==> config.mk <==
export PLATFORM = sky130hd
export DESIGN_NAME = prog_timer
export DESIGN_NICKNAME = d
export VERILOG_FILES = /design/src/rtl/prog_timer_pkg.sv /design/src/rtl/timer_prescaler.sv /design/src/rtl/prog_timer.sv
export SDC_FILE = /design/constraint.sdc
export NUM_CORES = 1
export LEC_CHECK = 0
export CAP_MARGIN = 30
export CORE_UTILIZATION = 54
export CTS_BUF_LIST = sky130_fd_sc_hd__clkbuf_2 sky130_fd_sc_hd__clkbuf_4 sky130_fd_sc_hd__clkbuf_8
export DETAILED_ROUTE_END_ITERATION = 8
export GPL_TIMING_DRIVEN = 0
export PLACE_DENSITY = 0.83
export SETUP_SLACK_MARGIN = 0.2
export SLEW_MARGIN = 20
export SYNTH_ARGS = -nofsm -noshare
export SYNTH_HDL_FRONTEND = slang
export SYNTH_SLANG_ARGS = --single-unit
==> constraint.sdc <==
create_clock -name clk_i -period 2.1 [get_ports clk_i]
set_input_delay 0.315 -clock clk_i [delete_from_list [all_inputs] [get_ports clk_i]]
set_output_delay 0.315 -clock clk_i [all_outputs]
set_load 0.005 [all_outputs]
==> src/rtl/prog_timer_pkg.sv <==
// Shared definitions for the programmable timer: FSM state encoding and count-mode constants.
package prog_timer_pkg;

  typedef enum logic [1:0] {
    IDLE = 2'd0,
    RUN  = 2'd1,
    DONE = 2'd2
  } state_e;

  localparam logic MODE_ONESHOT  = 1'b0;
  localparam logic MODE_PERIODIC = 1'b1;

endpackage

==> src/rtl/timer_prescaler.sv <==
// Prescaler for prog_timer: emits one step every div_i+1 enabled cycles.
module timer_prescaler
  import prog_timer_pkg::*;
#(
  parameter int PSC_WIDTH = 8
) (
  input  logic                 clk_i,
  input  logic                 rstn_i,
  input  logic                 clr_i,
  input  logic                 en_i,
  input  logic [PSC_WIDTH-1:0] div_i,
  output logic                 step_o
);

  localparam logic [PSC_WIDTH-1:0] ONE = PSC_WIDTH'(1);

  logic [PSC_WIDTH-1:0] count;

  // A clear request wins over a step so a start/stop never produces a count step.
  assign step_o = en_i && !clr_i && (count == div_i);

  always_ff @(posedge clk_i) begin
    if (!rstn_i) begin
      count <= '0;
    end else if (clr_i || step_o) begin
      count <= '0;
    end else if (en_i) begin
      count <= count + ONE;
    end
  end

endmodule

==> src/rtl/prog_timer.sv <==
// Programmable timer with prescaler, one-shot/periodic modes, tick pulse and sticky done flag.
module prog_timer
  import prog_timer_pkg::*;
#(
  parameter int WIDTH     = 20,
  parameter int PSC_WIDTH = 8
) (
  input  logic                 clk_i,
  input  logic                 rstn_i,
  input  logic                 en_i,
  input  logic                 start_i,
  input  logic                 stop_i,
  input  logic                 mode_i,
  input  logic [PSC_WIDTH-1:0] psc_i,
  input  logic [WIDTH-1:0]     tl_i,
  output logic [WIDTH-1:0]     cnt_o,
  output logic                 tick_o,
  output logic                 busy_o,
  output logic                 done_o
);

  localparam logic [WIDTH-1:0] ONE = WIDTH'(1);

  state_e               state_q;
  state_e               state_d;
  logic                 mode_q;
  logic [PSC_WIDTH-1:0] psc_q;
  logic [WIDTH-1:0]     tl_q;
  logic [WIDTH-1:0]     cnt_q;
  logic                 tick_q;
  logic                 done_q;
  logic                 step;
  logic                 terminal;

  timer_prescaler #(
    .PSC_WIDTH(PSC_WIDTH)
  ) u_prescaler (
    .clk_i (clk_i),
    .rstn_i(rstn_i),
    .clr_i (start_i | stop_i),
    .en_i  ((state_q == RUN) && en_i),
    .div_i (psc_q),
    .step_o(step)
  );

  assign terminal = step && (cnt_q == tl_q);

  always_ff @(posedge clk_i) begin
    if (!rstn_i) begin
      state_q <= IDLE;
    end else begin
      state_q <= state_d;
    end
  end

  // stop beats start; a one-shot terminal event parks the timer in DONE.
  always_comb begin
    state_d = state_q;
    if (stop_i) begin
      state_d = IDLE;
    end else if (start_i) begin
      state_d = RUN;
    end else if (terminal && (mode_q == MODE_ONESHOT)) begin
      state_d = DONE;
    end
  end

  always_ff @(posedge clk_i) begin
    if (!rstn_i) begin
      mode_q <= MODE_ONESHOT;
      psc_q  <= '0;
      tl_q   <= '0;
      cnt_q  <= '0;
      tick_q <= 1'b0;
      done_q <= 1'b0;
    end else begin
      tick_q <= 1'b0;
      if (!stop_i) begin
        if (start_i) begin
          mode_q <= mode_i;
          psc_q  <= psc_i;
          tl_q   <= tl_i;
          cnt_q  <= '0;
          done_q <= 1'b0;
        end else if (terminal) begin
          cnt_q  <= '0;
          tick_q <= 1'b1;
          if (mode_q == MODE_ONESHOT) begin
            done_q <= 1'b1;
          end
        end else if (step) begin
          cnt_q <= cnt_q + ONE;
        end
      end
    end
  end

  assign cnt_o  = cnt_q;
  assign tick_o = tick_q;
  assign busy_o = (state_q == RUN);
  assign done_o = done_q;

endmodule

# Word level (Yosys, flattened, before mapping)
# Cells that the tools add are included.
# W data, S select, Z words.
# word_totals
ff_bits	61
input_bits	34
output_inout_bits	23
wordCells	44
# classes
add_sub_neg	2
eq_ne	4
n_mux	9
bitwise_logic	4
n_reduce_logical	16
# op_table
operator	n
$mux W20	3
$add A20 B1 Y20 const B	1
$eq A20 B20 Y1	1
$add A8 B1 Y8 const B	1
$eq A8 B8 Y1	1
$mux W1	6
$logic_and A1 B1 Y1	5
$reduce_and A2 Y1	2
$reduce_bool A2 Y1	2
$reduce_or A2 Y1	2
$not A1 Y1	3
$reduce_and A3 Y1	1
$reduce_bool A3 Y1	1
$reduce_or A3 Y1	1
$eq A2 B1 Y1 const B	1
$ne A2 B2 Y1 const B	1
$logic_not A1 Y1	1
$logic_or A1 B1 Y1	1
$or A1 B1 Y1	1

# Depth between registers and ports, before layout
# depth
depth_word	8
mapped_depth	8
ltp_nobuf	5

# Hierarchy
# Synthesis repeated with hierarchy kept, for this count alone.
# unflattened
cells_unflattened	329
area_unflattened_um2	2856.5
# modules_own_cells
module	instances	cells_per_inst	area_per_inst_um2	seq_area_each_um2
prog_timer	1	280	2404.8	1061.0
timer_prescaler	1	49	451.7	160.2

# Worst setup path before layout
# OpenSTA, ideal clock, no wires.
# synth_path
kind	reg2reg
from	register u_prescaler.count[2]
to	register cnt_q[19], in the netlist cnt_o[19]
setup_time_ps	75
arrival_ps	1764
required_ps	2025
setup_slack_ps	261
path_stages_with_launch	7
path_buffers	1
synth_period_minus_slack_ps	1839
cell_sequence	dfxtp_1 -> xor2_1 -> nor4_4 -> a31oi_4 -> buf_6 -> or4_4 -> a22oi_2
# synth_via
elab_chain_len	5
elab_cells_between_ends	7
cone_classes	eq/ne: 1; mux: 2; reduce/logical: 4
# synth_lines
element	line_no	rtl
from (decl)	timer_prescaler.sv:17	logic [PSC_WIDTH-1:0] count;
from (signal assigned)	timer_prescaler.sv:28	count <= count + ONE;
$eq A8 B8 Y1 (*)	timer_prescaler.sv:20	assign step_o = en_i && !clr_i && (count == div_i);
$logic_and A1 B1 Y1 (*)	timer_prescaler.sv:20	
$logic_and A1 B1 Y1	prog_timer.sv:46	assign terminal = step && (cnt_q == tl_q);
$reduce_bool A3 Y1 (no line) or $mux W20 (tied branches)	-	
$reduce_and A2 Y1 (no line) or $mux W20 (tied branches)	-	
to (signal assigned)	prog_timer.sv:92	cnt_q <= cnt_q + ONE;
to (decl)	prog_timer.sv:29	logic [WIDTH-1:0] cnt_q;
# Every way passes the cells marked *; elsewhere a longest branch is shown, timed or not.
# A chain may end at the register's enable or synchronous reset.

# Worst setup path in the final report
# layout_path
from	register u_prescaler.count[3]
to	register cnt_q[19], in the netlist cnt_o[19]
# The elaborated chain is that of the path after synthesis.

==> results.md <==
* Layout cells sized above 1 at 18.85%
* Critical-path cell list: xor2_2 -> nor4_4 -> buf_4 -> a31oi_4 -> buf_6 -> or4_4 -> a22oi_2
* Mapped cell area at 2958 sq um
* Worst Setup End Kind: flop
* Seq/Total Area, Yosys at 41.29%
* Worst stage delay on the critical path at 0.48 ns
* DRC at 0
* Worst Path Max Fanout at 7
* Drt via density at 6.055
* CTS H-tree lvls at 3
* Distinct cells, synth at 39
* Die H at 76.01 um
* Grt ovf at 0
* Area of the multi-input gates at 1768 sq um
* Fmax at 504.7 MHz
* Vias in the first global route at 2741
* CP Depth at 7
* Clock-pin slew on the worst setup and hold paths at 0.06 ns
* Row Count at 26
* Most common cell after layout, fill and taps aside: nand2_1
* Worst EP arrival at 2.24 ns
* Worst reg-to-reg path cell count at 7
* Diode count at 0
* RSZ-0062 raised after global routing: yes
* Status: complete, no violations
* DP HPWL at 5530 um
* CTS Buffer Depth at 2
* Worst slew margin relative to its limit at 62.21%
* Syn Inst Count at 339
* Syn Nets at 375
* Pleak at 1.535 nW
* Iteration-0 DRC Markers at 352
* Synth warn at 0
* Max Clock Skew at 0.005490 ns
* Final GP Congestion at 0.8454
* CP Data Required Time at 2.36 ns
* Power density over the cells at 611.4 nW/um^2
* Worst setup SP type: flop
* Layout area overhead at 36.29%
* Hold Path Stages at 2
* Avg Cell Area, Syn at 8.725 sq um
* Clock root buffer: clkbuf_8
* Register area at 1245 sq um
* Worst path top cell family by delay: simple AND/OR/NAND/NOR gates
* Hold Fails Final Rpt at 0
* Worst skew pair latency at 0.33 ns
* Post-CTS Hold Buffers at 0
* Setup CP Type: reg -> reg
* Final Cycle Share at 94.35%
* Final core utilization at 77.45%
* Clock sink count at 61
* Tightest Pin Transition at 0.5668 ns
* VDD IR max at 0.5108 mV
* WL final at 8138 um
* Hold crit path type: reg -> reg
* CTS tree: done
* Initial antenna violation count at 0
* First-pass DRT Iterations at 5
* Number of buffers added on ports at 56
* CTS buffer count at 9
* Nets at 451
* Initial cell density of the core at 56.83%
* Slowest-stage cell, CP: or4_4
* Maxcap violations at 0
* Setup violation total in the final timing report at 0
* Ports at 57
* Die area at 5778 sq um
* WHS at 0.4805 ns
* Filler instances at 383
* GRT Overall Usage at 28.68%
* Final min period at 1.981 ns
* WP buf/inv at 2
* Post-route ant nets at 0
* Die Wd at 76.01 um
* First-pass GRT wire length at 12970 um
* Pin count of the biggest net entering global routing at 11
* Yosys reg bits at 61
* Final Slew Violations at 0
* CORE AREA at 5205 sq um
* WL per Instance at 16.64 um
* Vias post-DR at 2961
* Commonest cells after routing, fill and taps aside: nand2_1 (70), clkdlybuf4s50_1 (55), dfxtp_1 (42), a21boi_0 (29), xor2_1 (28)
[Yosys cell counts, drive strengths merged]
cell type / count / area [sq um]
or3: 5 / 31.28
xnor2: 5 / 43.79
and3: 7 / 45.05
and4: 2 / 17.52
dfxtp: 61 / 1221
o21ai: 7 / 35.03
mux2i: 2 / 20.02
inv: 4 / 15.01
or4: 13 / 101.4
nor2: 11 / 41.29
nor4: 9 / 71.32
ha: 2 / 25.02
o31ai: 13 / 97.59
and2: 1 / 6.260
nor2b: 1 / 6.260
o21a: 1 / 7.510
o211a: 1 / 10.01
clkbuf: 12 / 46.29
buf: 5 / 31.28
o211ai: 1 / 7.510
nand3: 8 / 40.04
o41a: 1 / 11.26
nand2: 70 / 262.8
a31oi: 2 / 27.53
nand4: 11 / 68.82
nand2b: 2 / 12.51
a22oi: 17 / 132.6
nand4b: 1 / 8.760
a21boi: 29 / 217.7
xor2: 31 / 271.5
a21oi: 3 / 15.01
and3b: 1 / 8.760
[sequential cells by signal (all words and copies together), names as in the netlist]
register,cells
tick_o,1
tl_q,20
psc_q,8
state_q,2
done_o,1
mode_q,1
u_prescaler.count,8
cnt_o,20
[tightest hold or removal path, stage by stage, from the launching register on]
cell,delay [ns]
dfxtp_2,0.33
nand2_1,0.05
a21boi_0,0.06
[area by class of cell]
class,instances,share of cell area [%]
repair buffers,65,15.55
clock buffers,14,4.469
inverters,4,0.3724
flip-flops and latches,61,30.88
multi-input cells,257,43.85
well taps,70,2.173
plain buffers,17,2.576
clock inverters,1,0.1241
[metal layers]
| metal | vias to the layer above | GRT usage (%) | part of all wire [%] |
|---|---|---|---|
| li1 | 1370 | - | - |
| met1 | 1368 | 35.94 | 42 |
| met2 | 181 | 47.18 | 48 |
| met3 | 42 | 4.192 | 6.8 |
| met4 | 0 | 16.54 | 3.8 |
| met5 | - | 0 | 0 |
[power by group]
part | internal, mW | leakage [nW] | total, mW | switching (mW)
combinational | 0.148 | 0.930 | 0.286 | 0.139
sequential | 1.19 | 0.505 | 1.21 | 0.0265
clock | 0.543 | 0.0994 | 0.965 | 0.422
total | 1.88 | 1.53 | 2.46 | 0.587
[stage by stage]
stage	cells	cell area (sq um)	setup WS (ns)	TNS [ns]	power (mW)
after global placement	465	3606	-0.3836	-7.591	1.467
after global routing	489	4031	0.06868	0	2.535
final	489	4031	0.1186	0	2.465
after CTS	485	3923	0.1908	0	2.439
after floorplan	339	2958	0.2611	0	1.361
after detailed placement	465	3606	-0.4352	-9.139	1.476
[worst paths after layout]
path                                           from                     end  slack (ns)
setup reg to reg  u_prescaler.count[3]$_SDFFE_PP0P_  cnt_o[19]$_SDFFE_PN0P_        0.12
hold reg to reg               psc_q[2]$_SDFFE_PN0P_   psc_q[2]$_SDFFE_PN0P_        0.48
setup / recovery  u_prescaler.count[3]$_SDFFE_PP0P_  cnt_o[19]$_SDFFE_PN0P_        0.12
hold / removal                psc_q[2]$_SDFFE_PN0P_   psc_q[2]$_SDFFE_PN0P_        0.48
[what timing repair did]
| item | 4_1_cts | 5_1_grt |
|---|---|---|
| setup buffers | 4 | 4 |
| pin swaps | 3 | 8 |
| setup endpoints to repair | 31 | 22 |
| gates resized for setup | 32 | 26 |
| gates cloned | 1 | 0 |
[cells by family after synthesis]
family | after synthesis | synth area share, %
xor+xnor | 36 | 10.66
mux | 2 | 0.6768
buf+inv | 21 | 3.130
flops | 61 | 41.29
compound gates | 75 | 18.99
simple gates | 142 | 24.41
fa+ha+maj | 2 | 0.8459
Note: power is estimated with default switching activity, not from simulation.
